===== src/rtl/alu_pkg.sv =====
// alu_pkg: ALU operation codes, decode selectors, MDU states and funct constants
package alu_pkg;
  typedef enum logic [3:0] {
    ALU_AND  = 4'b0000,
    ALU_OR   = 4'b0001,
    ALU_ADD  = 4'b0010,
    ALU_XOR  = 4'b0011,
    ALU_SLL  = 4'b0100,
    ALU_SRL  = 4'b0101,
    ALU_SUB  = 4'b0110,
    ALU_SRA  = 4'b0111,
    ALU_SLT  = 4'b1000,
    ALU_SLTU = 4'b1001
  } alu_op_e;
  typedef enum logic [1:0] {SEL_ADD, SEL_SUB, SEL_OP, SEL_OP_IMM} alu_op_sel_e;
  typedef enum logic [1:0] {IDLE, BUSY, DONE} mdu_state_e;
  localparam logic [6:0] F7_BASE   = 7'b0000000;
  localparam logic [6:0] F7_ALT    = 7'b0100000;
  localparam logic [6:0] F7_MULDIV = 7'b0000001;
  localparam logic [2:0] F3_MUL    = 3'd0;
  localparam logic [2:0] F3_MULH   = 3'd1;
  localparam logic [2:0] F3_MULHSU = 3'd2;
  localparam logic [2:0] F3_MULHU  = 3'd3;
  localparam logic [2:0] F3_DIV    = 3'd4;
  localparam logic [2:0] F3_DIVU   = 3'd5;
  localparam logic [2:0] F3_REM    = 3'd6;
  localparam logic [2:0] F3_REMU   = 3'd7;
  function automatic alu_op_e f3_op(input logic [2:0] f3, input logic alt);
    case (f3)
      3'b000:  return alt ? ALU_SUB : ALU_ADD;
      3'b001:  return ALU_SLL;
      3'b010:  return ALU_SLT;
      3'b011:  return ALU_SLTU;
      3'b100:  return ALU_XOR;
      3'b101:  return alt ? ALU_SRA : ALU_SRL;
      3'b110:  return ALU_OR;
      default: return ALU_AND;
    endcase
  endfunction
endpackage


===== src/rtl/mdu_iter.sv =====
// mdu_iter: shared radix-2 shift-add multiply / restoring divide datapath with sign fix-up and step counter
module mdu_iter import alu_pkg::*; #(
  parameter int XLEN = 32
) (
  input  logic            clk_i,
  input  logic            rst_i,
  input  logic            start_i,
  input  logic            step_i,
  input  logic [2:0]      funct3_i,
  input  logic [XLEN-1:0] a_i,
  input  logic [XLEN-1:0] b_i,
  output logic            fast_o,
  output logic            last_o,
  output logic [XLEN-1:0] result_o
);
  localparam int CW = $clog2(XLEN);
  logic a_neg, b_neg, is_div, an_q, an_d, bn_q, bn_d;
  logic [2:0] f3_q, f3_d;
  logic [CW-1:0] cnt_q, cnt_d;
  logic [XLEN-1:0] mag_a, mag_b, m_q, m_d, lo_q, lo_d, lo_step, res_q, res_d, fin, fast_res;
  logic [XLEN:0] hi_q, hi_d, hi_step, sum;
  logic [2*XLEN-1:0] prod, prod_s;
  always_comb begin
    a_neg = (funct3_i == F3_MULH || funct3_i == F3_MULHSU || funct3_i == F3_DIV || funct3_i == F3_REM) && a_i[XLEN-1];
    b_neg = (funct3_i == F3_MULH || funct3_i == F3_DIV || funct3_i == F3_REM) && b_i[XLEN-1];
    mag_a = a_neg ? -a_i : a_i;
    mag_b = b_neg ? -b_i : b_i;
    sum = hi_q + {1'b0, lo_q[0] ? m_q : {XLEN{1'b0}}};
  end
`ifdef ALU_CONTROL_MDU_DIV_EN
  logic div_q;
  logic [XLEN:0] sh, trial;
  // hi holds the partial remainder, lo shifts the dividend out and the quotient in
  always_comb begin
    is_div = funct3_i[2];
    div_q = f3_q[2];
    sh = {hi_q[XLEN-1:0], lo_q[XLEN-1]};
    trial = sh - {1'b0, m_q};
    hi_step = div_q ? (trial[XLEN] ? sh : trial) : {1'b0, sum[XLEN:1]};
    lo_step = div_q ? {lo_q[XLEN-2:0], !trial[XLEN]} : {sum[0], lo_q[XLEN-1:1]};
    fast_o = is_div && (b_i == '0 || (!funct3_i[0] && a_i == {1'b1, {(XLEN-1){1'b0}}} && b_i == '1));
    fast_res = b_i == '0 ? (funct3_i[1] ? a_i : '1) : (funct3_i[1] ? '0 : a_i);
  end
`else
  always_comb begin
    is_div = 1'b0;
    hi_step = {1'b0, sum[XLEN:1]};
    lo_step = {sum[0], lo_q[XLEN-1:1]};
    fast_o = 1'b0;
    fast_res = '0;
  end
`endif
  always_comb begin
    hi_d = hi_q;
    lo_d = lo_q;
    m_d = m_q;
    f3_d = f3_q;
    an_d = an_q;
    bn_d = bn_q;
    cnt_d = cnt_q;
    if (start_i) begin
      hi_d = '0;
      lo_d = is_div ? mag_a : mag_b;
      m_d = is_div ? mag_b : mag_a;
      f3_d = funct3_i;
      an_d = a_neg;
      bn_d = b_neg;
      cnt_d = '0;
    end else if (step_i) begin
      hi_d = hi_step;
      lo_d = lo_step;
      cnt_d = cnt_q + 1'b1;
    end
  end
  always_comb begin
    last_o = cnt_q == CW'(XLEN - 1);
    prod = {hi_d[XLEN-1:0], lo_d};
    prod_s = an_q ^ bn_q ? -prod : prod;
    fin = f3_q == F3_MUL ? prod_s[XLEN-1:0] : prod_s[2*XLEN-1:XLEN];
`ifdef ALU_CONTROL_MDU_DIV_EN
    if (f3_q[2]) fin = f3_q[1] ? (an_q ? -hi_d[XLEN-1:0] : hi_d[XLEN-1:0]) : (an_q ^ bn_q ? -lo_d : lo_d);
`endif
    res_d = start_i && fast_o ? fast_res : step_i && last_o ? fin : res_q;
  end
  always_ff @(posedge clk_i or posedge rst_i) begin
    if (rst_i) begin
      hi_q <= '0;
      lo_q <= '0;
      m_q <= '0;
      f3_q <= '0;
      an_q <= 1'b0;
      bn_q <= 1'b0;
      cnt_q <= '0;
      res_q <= '0;
    end else begin
      hi_q <= hi_d;
      lo_q <= lo_d;
      m_q <= m_d;
      f3_q <= f3_d;
      an_q <= an_d;
      bn_q <= bn_d;
      cnt_q <= cnt_d;
      res_q <= res_d;
    end
  end
  assign result_o = res_q;
endmodule


===== src/rtl/alu_control_mdu.sv =====
// alu_control_mdu: RV32I ALU-op decoder plus iterative RV32M unit that stalls the core while busy.
// Define ALU_CONTROL_MDU_DIV_EN to build the divide/remainder operations.
module alu_control_mdu import alu_pkg::*; #(
  parameter int XLEN = 32
) (
  input  logic            clk_i,
  input  logic            rst_i,
  input  logic [1:0]      alu_op_i,
  input  logic [6:0]      funct7_i,
  input  logic [2:0]      funct3_i,
  input  logic            valid_i,
  input  logic [XLEN-1:0] operand_a_i,
  input  logic [XLEN-1:0] operand_b_i,
  output logic [3:0]      alu_control_op_o,
  output logic            illegal_o,
  output logic            stall_o,
  output logic            mdu_valid_o,
  output logic [XLEN-1:0] mdu_result_o
);
`ifdef ALU_CONTROL_MDU_DIV_EN
  localparam logic DIV_EN = 1'b1;
`else
  localparam logic DIV_EN = 1'b0;
`endif
  alu_op_e op;
  mdu_state_e state_q, state_d;
  logic illegal, is_m, shift, start, fast, last, mdu_valid_q, mdu_valid_d;
  always_comb begin
    op = ALU_ADD;
    illegal = 1'b0;
    is_m = 1'b0;
    shift = funct3_i[1:0] == 2'b01;
    if (alu_op_i == SEL_SUB) op = ALU_SUB;
    else if (alu_op_i == SEL_OP && funct7_i == F7_MULDIV) begin
      is_m = DIV_EN || !funct3_i[2];
      illegal = !is_m;
    end else if (alu_op_i == SEL_OP) begin
      if (funct7_i == F7_BASE || (funct7_i == F7_ALT && (funct3_i == 3'b000 || funct3_i == 3'b101))) op = f3_op(funct3_i, funct7_i == F7_ALT);
      else illegal = 1'b1;
    end else if (alu_op_i == SEL_OP_IMM) begin
      if (!shift || funct7_i == F7_BASE || (funct3_i[2] && funct7_i == F7_ALT)) op = f3_op(funct3_i, shift && funct7_i == F7_ALT);
      else illegal = 1'b1;
    end
  end
  always_comb begin
    start = state_q == IDLE && valid_i && is_m;
    state_d = state_q == IDLE ? (start ? (fast ? DONE : BUSY) : IDLE) : state_q == BUSY ? (last ? DONE : BUSY) : IDLE;
    mdu_valid_d = state_d == DONE;
  end
  always_ff @(posedge clk_i or posedge rst_i) begin
    if (rst_i) begin
      state_q <= IDLE;
      mdu_valid_q <= 1'b0;
    end else begin
      state_q <= state_d;
      mdu_valid_q <= mdu_valid_d;
    end
  end
  mdu_iter #(.XLEN(XLEN)) u_mdu_iter (
    .clk_i    (clk_i),
    .rst_i    (rst_i),
    .start_i  (start),
    .step_i   (state_q == BUSY),
    .funct3_i (funct3_i),
    .a_i      (operand_a_i),
    .b_i      (operand_b_i),
    .fast_o   (fast),
    .last_o   (last),
    .result_o (mdu_result_o)
  );
  assign alu_control_op_o = op;
  assign illegal_o = illegal;
  assign stall_o = !rst_i && (start || state_q == BUSY);
  assign mdu_valid_o = mdu_valid_q;
endmodule


===== config.mk =====
export PLATFORM = sky130hd
export DESIGN_NAME = alu_control_mdu
export DESIGN_NICKNAME = d
export VERILOG_FILES = /design/src/rtl/alu_pkg.sv /design/src/rtl/mdu_iter.sv /design/src/rtl/alu_control_mdu.sv
export SDC_FILE = /design/constraint.sdc
export NUM_CORES = 1
export LEC_CHECK = 0
export CORE_UTILIZATION = 40
export CTS_BUF_LIST = sky130_fd_sc_hd__clkbuf_8 sky130_fd_sc_hd__clkbuf_16
export DETAILED_ROUTE_END_ITERATION = 16
export PLACE_DENSITY = 0.62
export REMOVE_ABC_BUFFERS = 1
export SETUP_SLACK_MARGIN = 0.15
export SLEW_MARGIN = 10
export SYNTH_ARGS = -nofsm -noshare
export SYNTH_HDL_FRONTEND = slang
export SYNTH_HIERARCHICAL = 1
export SYNTH_SLANG_ARGS = --single-unit
export TNS_END_PERCENT = 30

===== constraint.sdc =====
create_clock -name clk_i -period 5 [get_ports clk_i]
set_input_delay 1 -clock clk_i [delete_from_list [all_inputs] [get_ports clk_i]]
set_output_delay 1 -clock clk_i [all_outputs]
set_load 0.02 [all_outputs]

* Word-level counts from Yosys, hierarchy flattened
Cells that the tools add are included.
Storage, ports and cells: flip-flop bits (word level) 142, bits of input ports 79, output and inout bits 39, logic and storage cells 95
Operators by class: add/sub/neg operators 5, eq/ne operators 15, mux-type cells 35, bitwise logic cells 1, reductions and logical operators 28
Operator list (count):
- 32-bit two-way mux | 6
- 33-bit two-way mux | 2
- 64-bit two-way mux | 1
- 32-bit negator | 2
- 64-bit negator | 1
- 4-bit one-hot mux with 7 select lines | 2
- 33-bit by 32-bit adder with 33-bit output | 1
- 4-bit two-way mux | 6
- 1-bit logical AND | 10
- 1-bit logical OR | 10
- 2-bit two-way mux | 5
- 5-bit two-way mux | 2
- 3-bit equality test (second input constant) | 3
- 1-bit two-way mux | 9
- 7-bit by 1-bit equality test with 1-bit output (second input constant) | 1
- 7-bit by 6-bit equality test with 1-bit output (second input constant) | 1
- 7-bit zero test | 1
- 2-bit by 1-bit equality test with 1-bit output (second input constant) | 3
- 2-bit equality test (second input constant) | 3
- 3-bit by 2-bit equality test with 1-bit output (second input constant) | 2
- 3-bit zero test | 2
- 3-bit two-way mux | 2
- 5-bit by 1-bit adder with 5-bit output (second input constant) | 1
- 5-bit equality test (second input constant) | 1
- other kinds (5) | 7

* Logic depth before layout (Yosys ltp)
Gate-level depths: netlist of run 1.
depth in word-level cells 9, depth in mapped cells 19, depth with buffers taken out 16

* Hierarchy
Netlist of run 1, hierarchy kept.
By module, submodules not included:
- mdu_iter | times used 1, cells each 1487, area an instance 11836.4 um^2, sequential area each 3453.3 um^2
- alu_control_mdu | times used 1, cells each 44, area an instance 336.6 um^2, sequential area each 75.1 um^2

* Worst setup path before layout of run 1
OpenSTA, ideal clock, no wires.
kind in2reg, from in funct7_i[1], to reg u_mdu_iter.res_q[22] (netlist: u_mdu_iter/result_o[22]), library setup time 0.121 ns, arrival 5.129 ns, required time 4.879 ns, setup slack -0.250 ns, stages 19, path buffers 4, cell sequence or4_4 nor2_1 nand3_1 inv_1 buf_2 buf_2 buf_2 nor2b_1 buf_2 nand2_1 nor3_1 a221o_1 nor3_1 nor3b_1 nand4b_4 or3_1 or3_1 a21o_1 a22o_1
Between the ends: word-level cells in the longest chain between the ends 9, elaborated cells between the ends (all ways) 10, those cells by class add/sub (1); eq/ne (1); mux (6); reduce/logical (2)
RTL lines:
- start: declaration | line alu_control_mdu.sv:9 | input logic [6:0] funct7_i,
- 7-bit by 1-bit equality test with 1-bit output * | line alu_control_mdu.sv:34 | else if (alu_op_i == SEL_OP && funct7_i == F7_MULDIV) begin
- 1-bit logical AND * | line alu_control_mdu.sv:34
- 1-bit two-way mux * | line alu_control_mdu.sv:34
- 1-bit two-way mux * | line alu_control_mdu.sv:33 | if (alu_op_i == SEL_SUB) op = ALU_SUB;
- 1-bit logical AND * | line alu_control_mdu.sv:46 | start = state_q == IDLE && valid_i && is_m;
- named net start | line alu_control_mdu.sv:27 | logic illegal, is_m, shift, start, fast, last, mdu_valid_q, mdu_valid_d;
- 32-bit two-way mux or 33-bit two-way mux (tied branches) | line mdu_iter.sv:61 | if (start_i) begin
- 64-bit negator | line mdu_iter.sv:78 | prod_s = an_q ^ bn_q ? -prod : prod;
- 64-bit two-way mux * | line mdu_iter.sv:78
- 32-bit two-way mux * | line mdu_iter.sv:79 | fin = f3_q == F3_MUL ? prod_s[XLEN-1:0] : prod_s[2*XLEN-1:XLEN];
- end signal: assignment | line mdu_iter.sv:103 | res_q <= res_d;
- end: declaration | line mdu_iter.sv:20 | logic [XLEN-1:0] mag_a, mag_b, m_q, m_d, lo_q, lo_d, lo_step, res_q, res_d, fin, fast_res;
The timed path passes the listed nets; every way through them passes the cells marked *. A chain may end at the register's enable or synchronous reset.

* Final worst setup path of run 1
from in funct7_i[1], to reg u_mdu_iter.res_q[22] (netlist: u_mdu_iter/result_o[22])
Between the ends: word-level cells in the longest chain between the ends 9, elaborated cells between the ends (all ways) 10, those cells by class add/sub (1); eq/ne (1); mux (6); reduce/logical (2)
RTL lines (line):
- 7-bit by 1-bit equality test with 1-bit output | alu_control_mdu.sv:34
- 1-bit logical AND | alu_control_mdu.sv:34
- 1-bit two-way mux | alu_control_mdu.sv:34
- 1-bit two-way mux | alu_control_mdu.sv:33
- 1-bit logical AND | alu_control_mdu.sv:46
- named net start | alu_control_mdu.sv:27
- 32-bit two-way mux | mdu_iter.sv:61
- named net u_mdu_iter.lo_d[6] | mdu_iter.sv:20
- 64-bit negator | mdu_iter.sv:78
- 64-bit two-way mux | mdu_iter.sv:78
- 32-bit two-way mux | mdu_iter.sv:79
The timed path passes the listed nets, and every way through them passes these cells.

==> metrics.md, run 1 <==
| Metric | Value |
|---|---|
| Top Ports | 118 |
| Hold Path Origin | u_mdu_iter/result_o[10]$_DFFE_PP0P_ |
| Post-synthesis cell area | 12200 µm² |
| Vias per inst | 5.89 |
| Core ar. | 29800 µm² |
| Die height | 176 µm |
| CTS Hold Bufs | 0 |
| Pint | 2.59 mW |
| LEAKAGE | 6.70 nW |
| CP endpoint kind | register |
| Final std cells w/o fill | 2188 |
| CP required | 5320 ps |
| Die X | 176 µm |
| Maximum vdd ir drop | 225 µV |
| Seq pwr share | 34.0% |
| Worst Tran Pin Value | 1110 ps |
| TritonCTS Buffers | 17 |
| Worst R2R End | u_mdu_iter/result_o[28]$_DFFE_PP0P_ |
| DRT Pass-1 Iters | 6 |
| Worst r2r path cells | 16 |
| Area growth from synthesis to layout | 30.8% |
| Post-synth EDFFs | 0 |
| Warnings, synthesis | 6 |
| Clock Path Buffers | 2 |
| First-pass GRT wire length | 66500 µm |
| Total number of vias | 12900 |
| Leading area contributor after synthesis | dfrtp_1 |
| RSZ-0062 raised after global routing | yes |
| Count of cell types in the netlist | 92 |
| First DRT Iteration DRCs | 1083 |
| Min cycle time layout | 4860 ps |
| Proportion of netlist area held by the largest area contributor | 29.0% |
| Sw frac | 33.7% |
| Share of post-route cells with drive strength above 1 | 18.6% |
| DRT Wirelength | 42100 µm |
| Global-route usage over all layers | 27.2% |
| Initial antenna violation count | 1 |
| Filler cells | 2795 |
| CTS root buffer | clkbuf_16 |
| Final number of max-transition violations | 0 |
| Power per cell area | 245 nW/µm² |
| Hold Path Sink | u_mdu_iter/result_o[10]$_DFFE_PP0P_ |
| Psw | 1.32 mW |
| Post-Syn Instances | 1531 |
| Hold path depth | 2 |
| Nets | 1901 |
| Largest net degree at the start of global routing | 85 |
| Reg2Reg Launch Point | u_mdu_iter/lo_q[0]$_DFF_PP0_ |
| Final instance area | 15900 µm² |
| Worst Hold Class | register to register |
| Mean post-synth cell area | 7.95 µm² |
| DR WL/cell | 19.2 µm |
| Cell Area, Placed | 15000 µm² |
| H-tree depth | 4 |
| Crit Path Max Fanout | 6 |
| RD Place Congestion | 0.976 |
| CTS sink count | 141 |
| Clk_lat worst skew | 430 ps |
| Comb power frac | 31.4% |
| Drt drc | 0 |
| Post-synthesis register bit count | 141 |
| Antenna Nets Post-Route | 0 |
| Seq/Total Area, Yosys | 29.0% |
| Final Skew | 12.8 ps |
| Overall power | 3.90 mW |
| Synth Flop Type | dfrtp_1 |
| Synth area leaders | dfrtp_1, a21oi_1, nand2_1, nor2_1, ha_1 |
| Asr flop ratio synth | 100% |
| Worst slew margin | 26.0% |
| Die ar. | 31100 µm² |
| Final HPWL DP | 32500 µm |
| CTS tree | built |
| Setup slack, reg-to-reg | 420 ps |
| Period Utilization, post-route | 97.1% |
| FP Rows | 63 |
| Vias in the first global route | 12400 |
| CP startpoint kind | input pin |
| Initial Utilization | 40.9% |
| Dpl cells | 2149 |
| Clock power frac | 34.6% |
| CP arrival | 5180 ps |
| Total of max-cap violations | 0 |
| Port buffer count | 117 |
| Outcome | complete, no violations |
| Fmax | 0.206 GHz |
| Final Hold Viols | 0 |
| Finish-stage setup viols | 0 |
| Total grt overflow | 0 |
| Crit Path Category | input pin to register |
| Clock slew at reported path FFs | 70 ps |
critical path, cell delays in order:
cell	delay [ps]
clkdlybuf4s50_1	400
or4_4	560
nor2_4	150
nand3_4	150
inv_8	140
clkinvlp_4	140
buf_12	150
nor2_1	90
a221oi_1	90
or2_1	280
or3_4	350
or4_4	550
or3_1	390
or3_1	370
a21o_1	180
a22o_1	170
area by class of cell:
| cell class | count | area [µm²] | area share, % |
|---|---|---|---|
| repair inverters | 1 | 5.00 | 0.0314 |
| clock inverters | 15 | 183 | 1.15 |
| diodes | 1 | 2.50 | 0.0157 |
| repair buffers | 325 | 2810 | 17.6 |
| flip-flops and latches | 141 | 3530 | 22.2 |
| well taps | 390 | 488 | 3.06 |
| clock buffers | 17 | 425 | 2.67 |
| inverters | 46 | 189 | 1.19 |
| multi-input cells | 1252 | 8300 | 52.1 |
metrics by stage:
stage               util (%)  hold WS, ps  TNS, ps  worst slack (ps)
floorplan                  -          446  -113570             -2970
global placement        50.5          457    -4310              -272
detailed placement      50.5          459    -7150              -366
CTS                     52.5          476        0              82.1
global route            53.4          498    -92.8             -31.4
finish                  53.4          466        0               143
power groups by stage:
stage	clock network (mW)	logic [mW]	registers [mW]
floorplan	0	0.678	1.32
global placement	0	1.18	1.35
detailed placement	0	1.19	1.35
CTS	1.37	1.20	1.33
global route	1.41	1.34	1.34
finish	1.35	1.23	1.33
flip-flops by register name, summed over array words and instances (netlist names):
name	count
mdu_valid_o	1
u_mdu_iter/result_o	32
state_q	2
u_mdu_iter/f3_q	3
u_mdu_iter/an_q	1
u_mdu_iter/lo_q	32
u_mdu_iter/m_q	32
u_mdu_iter/cnt_q	5
u_mdu_iter/bn_q	1
u_mdu_iter/hi_q	32
layout by cell type, fill, tap and decap left out, types with 8 or more instances in the layout:
master	n
buf_4	201
nand2_1	159
nor2_1	141
dfrtp_1	140
a21oi_1	120
clkdlybuf4s50_1	116
o21ai_0	80
and2_1	48
nor3_1	45
xnor2_1	44
inv_1	43
xor2_1	38
ha_1	37
a211oi_1	33
mux2i_1	32
nor4_1	25
nand3_1	24
mux2_2	23
o31ai_1	22
nor2b_1	21
or3_1	20
a31oi_1	20
nand2b_1	17
clkbuf_16	17
a21o_1	17
o211ai_1	17
nand4_1	16
or4_1	15
o22ai_1	13
and3_1	13
o221ai_1	9
or2_2	8
a221oi_1	8
Yosys cell counts (all sizes together), types with 10 or more instances:
master    n
and2     48
mux2     23
ha       37
or2      11
o211ai   17
o22ai    13
nor4     31
nor2    144
nand3    25
nand2   160
nor2b    22
xnor2    45
dfrtp   141
inv      46
buf      31
xor2     39
a21oi   124
nand2b   18
o21ai    86
mux2i    32
a21o     17
and3     13
a31oi    20
or4      20
o221ai   10
nand4    17
or3      23
o31ai    22
nor3     54
a211oi   34
clkbuf   61
timing repair:
action                     CTS  global route
gates resized for setup      1            49
pin swaps                    0            10
setup endpoints to repair    6            32
setup buffers                0             5
gates cloned                 0             1
routing by layer:
layer  share of wire, %  track usage (%)
met4                2.0             7.97
met1                 45             37.8
met5                  0                0
met2                 46             42.9
met3                6.8             4.72
how the worst max path moves through the flow:
stage | startpoint | to | slack (ps)
floorplan | funct7_i[1] | u_mdu_iter/result_o[22]$_DFFE_PP0P_ | -2970
global route | funct7_i[5] | u_mdu_iter/result_o[22]$_DFFE_PP0P_ | -30
finish | funct7_i[1] | u_mdu_iter/result_o[22]$_DFFE_PP0P_ | 140
detailed placement | funct7_i[1] | u_mdu_iter/result_o[2]$_DFFE_PP0P_ | -370
global placement | funct7_i[1] | u_mdu_iter/result_o[17]$_DFFE_PP0P_ | -270
CTS | funct7_i[1] | u_mdu_iter/result_o[13]$_DFFE_PP0P_ | 80
logic make-up after synthesis:
logic type / after synthesis / share of synthesized area, %
and+or+nand+nor: 621 / 26.6
xor gates and xnor gates: 84 / 6.04
other: 1 / 0.0308
AOI/OAI and AO/OA: 453 / 25.0
DFF: 141 / 29.0
buffers and inverters: 138 / 4.64
adders and majority gates: 38 / 3.97
muxes: 55 / 4.76
Note: power is estimated with default switching activity, not from simulation.
==> run 2: changes to the inputs <==
--- a/config.mk
+++ b/config.mk
@@ -5,9 +5,11 @@
 export SDC_FILE = /design/constraint.sdc
 export NUM_CORES = 1
 export LEC_CHECK = 0
+export CORE_MARGIN = 1.5
 export CORE_UTILIZATION = 40
 export CTS_BUF_LIST = sky130_fd_sc_hd__clkbuf_8 sky130_fd_sc_hd__clkbuf_16
 export DETAILED_ROUTE_END_ITERATION = 16
+export MAX_ROUTING_LAYER = met4
 export PLACE_DENSITY = 0.62
 export REMOVE_ABC_BUFFERS = 1
 export SETUP_SLACK_MARGIN = 0.15
==> metrics.md, run 2 (synthesis gave the netlist of run 1 again) <==
| Metric | Value |
|---|---|
| Outcome | complete, no violations |
| Maximum vdd ir drop | 220 µV (-2.1%) |
| Hold Path Sink | u_mdu_iter/result_o[10]$_DFFE_PP0P_ |
| Final HPWL DP | 33100 µm (+1.8%) |
| DRT Pass-1 Iters | 8 (+2) |
| FP Rows | 63 (unchanged) |
| Crit Path Category | input pin to register |
| Hold path depth | 2 (unchanged) |
| TritonCTS Buffers | 17 (unchanged) |
| Total grt overflow | 0 (unchanged) |
| Worst Hold Class | register to register |
| CTS root buffer | clkbuf_16 |
| Crit Path Max Fanout | 7 (+1) |
| Leading cell type in the layout, fill and taps excluded | buf_4 |
| DRT Wirelength | 42600 µm (+1.1%) |
| Area growth from synthesis to layout | 31.5% |
| CTS sink count | 141 (unchanged) |
| Port buffer count | 117 (unchanged) |
| Overall power | 3.98 mW (+1.9%) |
| Fmax | 0.208 GHz (+0.86%) |
| First DRT Iteration DRCs | 1175 (+8.5%) |
| Final std cells w/o fill | 2203 (+0.69%) |
| Min cycle time layout | 4820 ps (-41.6 ps) |
| Total of max-cap violations | 0 (unchanged) |
| Clock slew at reported path FFs | 70 ps (about the same) |
| Global-route usage over all layers | 28.2% (+1.0 points) |
| Vias per inst | 5.86 (-0.51%) |
| CP arrival | 5140 ps (-40 ps) |
| Drt drc | 0 (unchanged) |
| Pre-CTS setup slack | -404 ps (-38.2 ps) |
| Final Worst Setup Slack | 185 ps (+41.6 ps) |
| CTS Hold Bufs | 0 (unchanged) |
| RD Place Congestion | 0.969 (-0.70%) |
| RSZ-0062 raised after global routing | yes |
| Die X | 177 µm (+0.57%) |
| Top Ports | 118 (unchanged) |
| Initial Utilization | 40.9% (unchanged) |
| Largest net degree at the start of global routing | 93 (+9.4%) |
| Most frequent cells in the layout | buf_4, nand2_1, nor2_1 |
| CP startpoint kind | input pin |
| First-pass GRT wire length | 67500 µm (+1.6%) |
| Core ar. | 29800 µm² (unchanged) |
| Final Hold Viols | 0 (unchanged) |
| Worst Tran Pin Value | 1000 ps (-108 ps) |
| CP Launch Point | funct7_i[1] |
| CP endpoint kind | register |
| LEAKAGE | 6.75 nW (+0.86%) |
| Die height | 177 µm (+0.57%) |
| Final Skew | 9.16 ps (-3.69 ps) |
| H-tree depth | 4 (unchanged) |
| Worst R2R End | u_mdu_iter/result_o[27]$_DFFE_PP0P_ |
| Share of post-route cells with drive strength above 1 | 19.1% (+0.50 points) |
| Nets | 1917 (+0.84%) |
| Vias in the first global route | 12500 (+0.51%) |
| Final Core Density | 53.7% (+0.28 points) |
| Finish-stage setup viols | 0 (unchanged) |
| Power per cell area | 248 nW/µm² (+1.3%) |
| CP required | 5320 ps (about the same) |
| Die ar. | 31500 µm² (+1.1%) |
| Diodes inserted | 0 (-1) |
| Clock Path Buffers | 2 (unchanged) |
| CTS tree | built |
| Worst r2r path cells | 16 (unchanged) |
| Reg2Reg Launch Point | u_mdu_iter/lo_q[0]$_DFF_PP0_ |
| Dpl cells | 2163 (+0.65%) |
| Setup slack, reg-to-reg | 490 ps (+70 ps) |
| Total number of vias | 12900 (+0.17%) |
| Clk_lat worst skew | 440 ps (about the same) |
| Hold Path Origin | u_mdu_iter/result_o[10]$_DFFE_PP0P_ |
| Final number of max-transition violations | 0 (unchanged) |
| Initial antenna violation count | 0 (-1) |
| Period Utilization, post-route | 96.3% (-0.83 points) |
| Antenna Nets Post-Route | 0 (unchanged) |
| DR WL/cell | 19.3 µm (+0.46%) |
| Worst slew margin | 33.1% (+7.2 points) |
run 2: changes by cell type in the layout (fill, tap and decap cells not counted), moves of 2 or more:
cell,change
a221oi_2,+2
nor4_1,+2
o41ai_1,+2
nor4_2,-2
a221oi_1,-2
a21oi_2,-2
buf_4,+18
a21oi_1,+2
run 2: repair_timing:
action                                  CTS  global route
hold endpoints to repair                  0             0
cloned                                    1             0
buffers inserted                          2             5
resized for setup                         6            32
endpoints found under the setup margin   11            31
pin swaps                                 0             4
run 2: routing by layer:
layer / part of all wire [%] / vias to the layer above / track usage, %
met4: 2.0 / 0 / 7.35
met1: 47 / 6218 / 38.8
met2: 45 / 429 / 42.9
met3: 6.3 / 50 / 4.58
met5: 0 / - / -
li1: - / 6223 / -
run 2: power by group:
| part | internal, mW | switching (mW) |
|---|---|---|
| registers | 1.25 | 0.0796 |
| logic | 0.555 | 0.676 |
| clock network | 0.860 | 0.557 |
run 2: cell type report:
cell class | instances | area (µm²)
Clock inverter | 14 | 203
Inverter | 46 | 189
Sequential cell | 141 | 3530
Clock buffer | 18 | 439
Tap cell | 390 | 488
Multi-Input combinational cell | 1252 | 8240
Timing Repair Buffer | 341 | 2910
Timing Repair inverter | 1 | 7.51
Fill cell | 2834 | 13800
run 2: worst max-delay path, cell delays in order:
cell	delay, ps
clkdlybuf4s50_1	390
or4_4	550
nor2_4	150
nand3_4	170
inv_8	140
clkinvlp_4	170
nor2_1	170
a221oi_2	80
or2_1	280
or3_4	360
or4_4	540
or3_1	380
or3_1	370
a21o_1	180
a22o_1	180
run 2: worst max-delay path by stage:
stage / end / slack [ps] / cells past startpoint
after CTS: u_mdu_iter/result_o[30]$_DFFE_PP0P_ / 150 / 17
final: u_mdu_iter/result_o[22]$_DFFE_PP0P_ / 180 / 15
after global placement: u_mdu_iter/result_o[28]$_DFFE_PP0P_ / -310 / 18
after global routing: u_mdu_iter/result_o[22]$_DFFE_PP0P_ / 30 / 15
after floorplan: u_mdu_iter/result_o[22]$_DFFE_PP0P_ / -2970 / 14
after detailed placement: u_mdu_iter/result_o[30]$_DFFE_PP0P_ / -400 / 17
run 2: stage by stage:
stage	hold slack [ps]	instance area, µm²	TNS (ps)
2_1_floorplan	446	11800	-113570
3_3_place_gp	455	15100	-5390
3_5_place_dp	459	15100	-7900
4_1_cts	475	15800	0
5_1_grt	503	16000	0
6_report	467	16000	0
